$ cat src/rtl/lfsr_challenge_sequencer_if.sv
// Symbol stream from the challenge sequencer to game control.
// Valid/ready handshake carrying one 4-bit symbol plus an end-of-round flag.
interface lfsr_challenge_sequencer_if;
    logic [3:0] sym_data;
    logic       sym_valid;
    logic       sym_ready;
    logic       sym_last;

    modport master (
        output sym_data,
        output sym_valid,
        output sym_last,
        input  sym_ready
    );

    modport slave (
        input  sym_data,
        input  sym_valid,
        input  sym_last,
        output sym_ready
    );
endinterface

$ cat src/rtl/lfsr_challenge_sequencer.sv
// Builds one game round from LFSR samples, then streams it to game control.
// Filters out-of-range values and immediate repeats; supports replay.
module lfsr_challenge_sequencer #(
    parameter int MAX_SYM      = 10,
    parameter int DEPTH        = 8,
    parameter int LEN_W        = 4,
    parameter int SAMPLE_GAP   = 4,
    parameter int REJECT_LIMIT = 8
) (
    input  logic                         clk,
    input  logic                         rst,
    input  logic                         start_i,
    input  logic                         replay_i,
    input  logic                         reseed_i,
    input  logic [LEN_W-1:0]             round_len_i,
    input  logic [3:0]                   lfsr_q_i,
    output logic                         lfsr_rst_o,
    lfsr_challenge_sequencer_if.master   sym_o,
    output logic                         busy_o,
    output logic                         done_o,
    output logic                         err_o
);
    localparam int IW = (DEPTH > 1) ? $clog2(DEPTH) : 1;
    localparam int GW = $clog2(SAMPLE_GAP + 1);
    localparam int RW = $clog2(REJECT_LIMIT + 1);

    typedef enum logic [1:0] {IDLE, GATHER, PRESENT} state_e;

    state_e           state_q, state_d;
    logic [LEN_W-1:0] len_q, len_d;
    logic [LEN_W-1:0] cnt_q, cnt_d;
    logic [LEN_W-1:0] rd_q, rd_d;
    logic [GW-1:0]    gap_q, gap_d;
    logic [RW-1:0]    rej_q, rej_d;
    logic [3:0]       prev_q, prev_d;
    logic             pv_q, pv_d;
    logic             stored_q, stored_d;
    logic             lrst_q, lrst_d;
    logic             done_q, done_d;
    logic             err_q, err_d;
    logic [3:0]       mem_q [DEPTH];

    logic             wr_en;
    logic [3:0]       wr_sym;
    logic             len_ok;
    logic             fresh;
    logic             last;
    logic             present;
    logic [4:0]       fb_inc;
    logic [3:0]       fb;

    assign len_ok  = (round_len_i != '0) &&
                     (round_len_i <= LEN_W'(DEPTH));
    assign fresh   = ({1'b0, lfsr_q_i} < 5'(MAX_SYM)) &&
                     (!pv_q || lfsr_q_i != prev_q);
    assign fb_inc  = {1'b0, prev_q} + 5'd1;
    // Fallback steps past the previous symbol so it can never repeat it
    assign fb      = !pv_q ? 4'd0 :
                     (fb_inc == 5'(MAX_SYM)) ? 4'd0 : fb_inc[3:0];
    assign present = (state_q == PRESENT);
    assign last    = (rd_q == len_q - 1'b1);

    always_comb begin
        state_d  = state_q;
        len_d    = len_q;
        cnt_d    = cnt_q;
        rd_d     = rd_q;
        gap_d    = gap_q;
        rej_d    = rej_q;
        prev_d   = prev_q;
        pv_d     = pv_q;
        stored_d = stored_q;
        lrst_d   = 1'b1;
        done_d   = 1'b0;
        err_d    = 1'b0;
        wr_en    = 1'b0;
        wr_sym   = lfsr_q_i;
        unique case (state_q)
            IDLE: begin
                if (start_i) begin
                    if (len_ok) begin
                        len_d   = round_len_i;
                        cnt_d   = '0;
                        rej_d   = '0;
                        gap_d   = '0;
                        pv_d    = 1'b0;
                        state_d = GATHER;
                    end else begin
                        err_d = 1'b1;
                    end
                end else if (replay_i) begin
                    if (stored_q) begin
                        rd_d    = '0;
                        state_d = PRESENT;
                    end else begin
                        err_d = 1'b1;
                    end
                end else if (reseed_i) begin
                    lrst_d = 1'b0;
                end
            end
            GATHER: begin
                if (gap_q == GW'(SAMPLE_GAP - 1)) begin
                    gap_d = '0;
                    if (fresh) begin
                        wr_en = 1'b1;
                    end else if (rej_q == RW'(REJECT_LIMIT - 1)) begin
                        wr_en  = 1'b1;
                        wr_sym = fb;
                    end else begin
                        rej_d = rej_q + 1'b1;
                    end
                    if (wr_en) begin
                        prev_d = wr_sym;
                        pv_d   = 1'b1;
                        rej_d  = '0;
                        cnt_d  = cnt_q + 1'b1;
                        if (cnt_d == len_q) begin
                            stored_d = 1'b1;
                            rd_d     = '0;
                            state_d  = PRESENT;
                        end
                    end
                end else begin
                    gap_d = gap_q + 1'b1;
                end
            end
            PRESENT: begin
                if (sym_o.sym_ready) begin
                    rd_d = rd_q + 1'b1;
                    if (last) begin
                        done_d  = 1'b1;
                        state_d = IDLE;
                    end
                end
            end
            default: state_d = IDLE;
        endcase
    end

    always_ff @(posedge clk or negedge rst) begin
        if (!rst) begin
            state_q  <= IDLE;
            len_q    <= '0;
            cnt_q    <= '0;
            rd_q     <= '0;
            gap_q    <= '0;
            rej_q    <= '0;
            prev_q   <= '0;
            pv_q     <= 1'b0;
            stored_q <= 1'b0;
            lrst_q   <= 1'b0;
            done_q   <= 1'b0;
            err_q    <= 1'b0;
            for (int i = 0; i < DEPTH; i++) mem_q[i] <= '0;
        end else begin
            state_q  <= state_d;
            len_q    <= len_d;
            cnt_q    <= cnt_d;
            rd_q     <= rd_d;
            gap_q    <= gap_d;
            rej_q    <= rej_d;
            prev_q   <= prev_d;
            pv_q     <= pv_d;
            stored_q <= stored_d;
            lrst_q   <= lrst_d;
            done_q   <= done_d;
            err_q    <= err_d;
            if (wr_en) mem_q[cnt_q[IW-1:0]] <= wr_sym;
        end
    end

    assign sym_o.sym_valid = present;
    assign sym_o.sym_data  = present ? mem_q[rd_q[IW-1:0]] : 4'd0;
    assign sym_o.sym_last  = present && last;
    assign busy_o          = (state_q != IDLE);
    assign done_o          = done_q;
    assign err_o           = err_q;
    assign lfsr_rst_o      = lrst_q;
endmodule
$ cat src/flat_wrapper.sv
// flat-port wrapper written by rule: the top's interface ports become plain ports
module lfsr_challenge_sequencer_flat 
#(
    parameter int MAX_SYM      = 10,
    parameter int DEPTH        = 8,
    parameter int LEN_W        = 4,
    parameter int SAMPLE_GAP   = 4,
    parameter int REJECT_LIMIT = 8
)
  (clk, rst, start_i, replay_i, reseed_i, round_len_i, lfsr_q_i, lfsr_rst_o, busy_o, done_o, err_o, sym_o_sym_data, sym_o_sym_valid, sym_o_sym_last, sym_o_sym_ready);
  lfsr_challenge_sequencer_if sym_o_i ();
  input  logic clk;
  input  logic rst;
  input  logic start_i;
  input  logic replay_i;
  input  logic reseed_i;
  input  logic [LEN_W-1:0] round_len_i;
  input  logic [3:0] lfsr_q_i;
  output logic lfsr_rst_o;
  output logic busy_o;
  output logic done_o;
  output logic err_o;
  output wire logic [$bits(sym_o_i.sym_data)-1:0] sym_o_sym_data;
  output wire logic [$bits(sym_o_i.sym_valid)-1:0] sym_o_sym_valid;
  output wire logic [$bits(sym_o_i.sym_last)-1:0] sym_o_sym_last;
  input wire logic [$bits(sym_o_i.sym_ready)-1:0] sym_o_sym_ready;
  assign sym_o_sym_data = sym_o_i.sym_data;
  assign sym_o_sym_valid = sym_o_i.sym_valid;
  assign sym_o_sym_last = sym_o_i.sym_last;
  assign sym_o_i.sym_ready = sym_o_sym_ready;
  lfsr_challenge_sequencer #(.MAX_SYM(MAX_SYM), .DEPTH(DEPTH), .LEN_W(LEN_W), .SAMPLE_GAP(SAMPLE_GAP), .REJECT_LIMIT(REJECT_LIMIT)) u_core (.clk(clk), .rst(rst), .start_i(start_i), .replay_i(replay_i), .reseed_i(reseed_i), .round_len_i(round_len_i), .lfsr_q_i(lfsr_q_i), .lfsr_rst_o(lfsr_rst_o), .sym_o(sym_o_i), .busy_o(busy_o), .done_o(done_o), .err_o(err_o));
endmodule
$ cat config.mk
export PLATFORM = sky130hd
export DESIGN_NAME = lfsr_challenge_sequencer_flat
export DESIGN_NICKNAME = d
export VERILOG_FILES = /design/src/rtl/lfsr_challenge_sequencer_if.sv /design/src/rtl/lfsr_challenge_sequencer.sv /design/src/flat_wrapper.sv
export SDC_FILE = /design/constraint.sdc
export NUM_CORES = 1
export LEC_CHECK = 0
export ABC_AREA = 1
export CAP_MARGIN = 20
export CELL_PAD_IN_SITES_DETAIL_PLACEMENT = 0
export CELL_PAD_IN_SITES_GLOBAL_PLACEMENT = 1
export CORE_ASPECT_RATIO = 1.2
export CORE_MARGIN = 2
export CORE_UTILIZATION = 44
export CTS_CLUSTER_DIAMETER = 120
export CTS_CLUSTER_SIZE = 25
export DETAILED_ROUTE_END_ITERATION = 6
export PLACE_DENSITY_LB_ADDON = 0.1
export SLEW_MARGIN = 15
export SYNTH_ARGS = -nofsm -noshare
export SYNTH_HDL_FRONTEND = slang
export SYNTH_SLANG_ARGS = --single-unit
$ cat constraint.sdc
create_clock -name clk -period 1.84 [get_ports clk]
set_clock_uncertainty 0.05 [all_clocks]
set_input_delay 0.368 -clock clk [delete_from_list [all_inputs] [get_ports clk]]
set_output_delay 0.368 -clock clk [all_outputs]
set_load 0.01 [all_outputs]
-- Yosys cells after proc, flatten, opt, wreduce, memory -nomap -nowiden
Cells that the tools add are included.
- register bits after elaboration: 62
- bits of input ports: 14
- $add $sub $neg: 6
- $lt $le $gt $ge: 5
- eq/ne operators: 23
- multiplexer cells: 68
- bitwise gates (word level): 2
- reduce and logical (&&, ||, !) cells: 19
- operators by type and width (operator ; number):
    $mux 4 ; 25
    $bwmux 32 ; 1
    $mux 1 ; 22
    $mux 2 ; 9
    $pmux 4 s2 ; 2
    $reduce_and 8->1 ; 2
    $add 4x1->4 const B ; 3
    $bmux 4 s3 ; 1
    $demux 4 s3 ; 1
    $pmux 4 s3 ; 1
    $ne 2x1->1 const B ; 5
    $ne 2x2->1 const B ; 5
    $mux 3 ; 3
    $ne 3x3->1 const B ; 3
    $reduce_and 3->1 ; 3
    $eq 4x4->1 ; 2
    $ge 4x4->1 const B ; 2
    $not 3->4 ; 2
    $ne 3x2->1 const B ; 2
    $pmux 2 s3 ; 1
    $pmux 3 s2 ; 1
    $reduce_and 6->1 ; 1
    $add 4x1->5 const B ; 1
    $eq 5x4->1 const B ; 1
    20 further kinds ; 24

-- Logic depth before layout (Yosys ltp)
- depth after elaboration: 9
- mapped depth: 14
- mapped depth without buffers: 14

-- Least setup slack after synthesis
Ideal clock, no wire load.
- path type: reg2out
- start point: reg u_core.rd_q[0]
- end point: out sym_o_sym_data[2]
- arrival time: 1.386 ns
- setup slack: 0.036 ns
- cell stages (with the launch flop): 7
- path buffers: 2
- cell sequence: dfrtp_1 clkbuf_1 clkbuf_1 nor2_1 nor2_1 o21ai_0 a31oi_1
- longest elaborated chain between the ends: 5
- RTL lines (what ; RTL line ; RTL):
    from (decl) ; lfsr_challenge_sequencer.sv:32 ; logic [LEN_W-1:0] rd_q, rd_d;
    from (signal assigned) ; lfsr_challenge_sequencer.sv:160 ; rd_q <= rd_d;
    $not 3->4 (not written as such) ; lfsr_challenge_sequencer.sv:174 ; assign sym_o.sym_data = present ? mem_q[rd_q[IW-1:0]] : 4'd0;
    $bmux 4 s3 ; lfsr_challenge_sequencer.sv:174 ;
    $mux 4 (not written as such) (2 in a row) ; lfsr_challenge_sequencer.sv:174 ;
    $mux 4 ; lfsr_challenge_sequencer.sv:174 ;
    to (decl) ; flat_wrapper.sv:23 ; output wire logic [$bits(sym_o_i.sym_data)-1:0] sym_o_sym_data;
Every way passes these cells. The select of a mux whose other input is x is not followed.

-- Final worst setup path
- start point: reg u_core.rd_q[1]
- end point: out sym_o_sym_last
- longest elaborated chain between the ends: 2
- RTL lines (what ; RTL line ; RTL):
    $eq 4x4->1 ; lfsr_challenge_sequencer.sv:61 ; assign last = (rd_q == len_q - 1'b1);
    $logic_and 1x1->1 ; lfsr_challenge_sequencer.sv:175 ; assign sym_o.sym_last = present && last;
    to (decl) ; flat_wrapper.sv:25 ; output wire logic [$bits(sym_o_i.sym_last)-1:0] sym_o_sym_last;
Every way passes these cells.

==> impl_metrics.ini <==
[global_routing]
antenna_found_initial = 0
groute.layer.met2.usage_pct = 39.21
grt_pass1_vias = 3662
grt_max_degree = 63
busiest_layer = met2
use_met3_pct = 2.329
grt_use_met1_pct = 27.88
grt_pass1_wl_um = 16670
grt_usage_pct = 22.85
grt.overflow.total = 0

[sta]
fmax_ghz = 0.4880
setup_slack_ns = -0.2091
setup_viol = 5
fin_crit_ns = 2.049
maxSlewViolCount = 0
tightest_slew_ns = 0.4243
max_slew_margin_pct = 71.65
period_share_pct = 111.4
rsz0062_at_grt = yes
hold_viol = 0
hold_slack_ns = 0.4399

[clock_network]
cts-buffers-inserted = 9
cts_root_buffer = clkbuf_8
clk_path_buf_depth = 2
insertion_delay_ns = 0.35
clk_pin_slew_ns = 0.07
cts_tree = yes
htree_num_levels = 3
cts.sinks = 62

[setup_path]
worst-path-max-fanout = 4
cp-end-kind = primary output
reg2reg_depth = 11
crit_arrival_ns = 1.63
path_class = reg2out
reg2reg_slack_ns = 0.10
cp-start-kind = flop
crit_required_ns = 1.42

[routing]
postRouteAntennaNets = 0
drt-wirelength-per-cell_um = 13.63
drt_iter0_drc = 204
dr_total_vias = 3732
drt_first_pass_iters = 5
avgViaCountPerCell = 4.963
drc = 0
drt-total-wl_um = 10250

[worst_hold_path]
holdPathStages = 2
hold_class = reg2reg

[outcome]
failed_checks = setup timing
status = complete, but fails checks

[yosys]
syn_area_per_cell_um2 = 7.278
ys_warn_count = 0
syn-num-nets = 550
syn_area_um2 = 3850
syn_inst = 529
synth-edff-count = 0
synth_flop_cell = dfrtp_1
synth.area.top_cells = dfrtp_1 40%, nand2_1 19%, nand3_1 7.8%
yosysTopAreaCellShare_pct = 40.30
synth_seq_area_share_pct = 40.30
synth.distinct_cells = 39
async_reset_ff_share_pct = 100.0
synth_top_cell_by_area = dfrtp_1
ys_seq_elements = 62

[cells_and_area]
n_fill_cell = 797
num_antenna_cells = 0
regArea_um2 = 1555
stdcell_count = 752
final_cell_mix = 189 x nand2_1, 61 x buf_4, 60 x nand3_1
multi_input_area_um2 = 2182
drive_gt1_share_pct = 27.24
fin_nets = 651
final_util_pct = 61.02
final_common_cell = nand2_1
area_growth_pct = 35.00

[die]
start_util_pct = 45.20
io_pins = 24
die_w_um = 89.39
die-area_um2 = 9517
dieHeight_um = 106.5
rows = 37
coreArea_um2 = 8518

[place]
place_ws_ns = -0.3341
dp_cells = 721
numPortBuffers = 23
dp_hpwl_um = 7442
gp_congestion = 0.8291

[pwr]
irDropWorstVdd_mv = 0.7539
power_mw = 5.972
powerDensity_nw_per_um2 = 1149
p_leak_nw = 2.877

[run]
maxCapViolCount = 0
area by class of cell:
type	instances	area share [%]
flip-flops and latches	62	29.92
clock buffers	12	2.792
clock inverters	4	1.348
repair buffers	99	16.39
inverters	59	4.742
multi-input cells	399	41.98
well taps	117	2.817
power by group:
group	switching, mW	total [mW]	internal (mW)
registers	0.226	1.82	1.59
clock network	0.546	1.34	0.796
logic	1.54	2.81	1.27
synthesized netlist by cell type (2+ instances only):
| library cell | n |
|---|---|
| nand2_1 | 191 |
| dfrtp_1 | 62 |
| nand3_1 | 60 |
| nor2_1 | 47 |
| inv_1 | 41 |
| o21ai_0 | 34 |
| inv_2 | 10 |
| nor2_8 | 9 |
| inv_4 | 8 |
| ha_1 | 7 |
| o22ai_1 | 7 |
| nor2_2 | 5 |
| clkbuf_1 | 4 |
| nand4_1 | 4 |
| xnor2_1 | 4 |
| buf_2 | 3 |
| or2_2 | 3 |
| a21oi_1 | 2 |
| buf_1 | 2 |
| nand2_2 | 2 |
| nand2_4 | 2 |
| nand3_2 | 2 |
| nor2_4 | 2 |
| o21ai_1 | 2 |
| xor2_1 | 2 |
critical path, cell delays in order (launching register included):
cell and delay [ns]:
dfrtp_1 0.44, buf_6 0.14, buf_4 0.14, xnor2_1 0.12, nor2_1 0.10, nand3_1 0.11
nor2_1 0.11, buf_2 0.14
kinds of logic (layout without fill, tap and decap cells):
kind of cell	Yosys count	count (layout)	share of synthesized area (%)
multiplexers	1	1	0.2600
AO/OA/AOI/OAI	52	52	7.508
adder cells (fa/ha/maj)	7	7	2.275
flip-flops	62	62	40.30
buffers and inverters	69	174	7.442
AND/OR/NAND/NOR	332	333	40.85
XOR/XNOR	6	6	1.365
flip-flops by register name, summed over array words and instances (netlist names):
register / count
u_core.cnt_q: 4
u_core.done_o: 1
u_core.err_o: 1
u_core.gap_q: 3
u_core.len_q: 4
u_core.lfsr_rst_o: 1
u_core.mem_q: 32
u_core.prev_q: 4
u_core.pv_q: 1
u_core.rd_q: 4
u_core.rej_q: 4
u_core.state_q: 2
u_core.stored_q: 1
stage by stage:
step | setup TNS [ns] | area (µm²)
after floorplan | 0 | 3850
after CTS | -0.7549 | 5000
after detailed placement | -16.56 | 4654
after global routing | -1.071 | 5197
after global placement | -14.80 | 4654
final | -0.7096 | 5197
metal layers:
metal  wire length (µm)  share of wire, %
met1               4368                43
met2               5287                52
met3                333               3.2
met4                259               2.5
met5                  0                 0
final timing paths:
kind / from / end
min in group asynchronous: rst / u_core.mem_q[16]
min: u_core.mem_q[31] / u_core.mem_q[31]
min reg2reg: u_core.mem_q[31] / u_core.mem_q[31]
max in group asynchronous: rst / u_core.prev_q[0]
max reg2reg: u_core.state_q[0] / u_core.mem_q[9]
max: u_core.rd_q[1] / sym_o_sym_last
repair_timing:
item	4_1_cts	5_1_grt
cloned	1	1
resized for setup	63	37
hold buffers	1	0
pin swaps	20	25
setup endpoints to repair	13	54
setup buffers	5	7
hold endpoints to repair	62	0
Note: power is estimated with default switching activity, not from simulation.
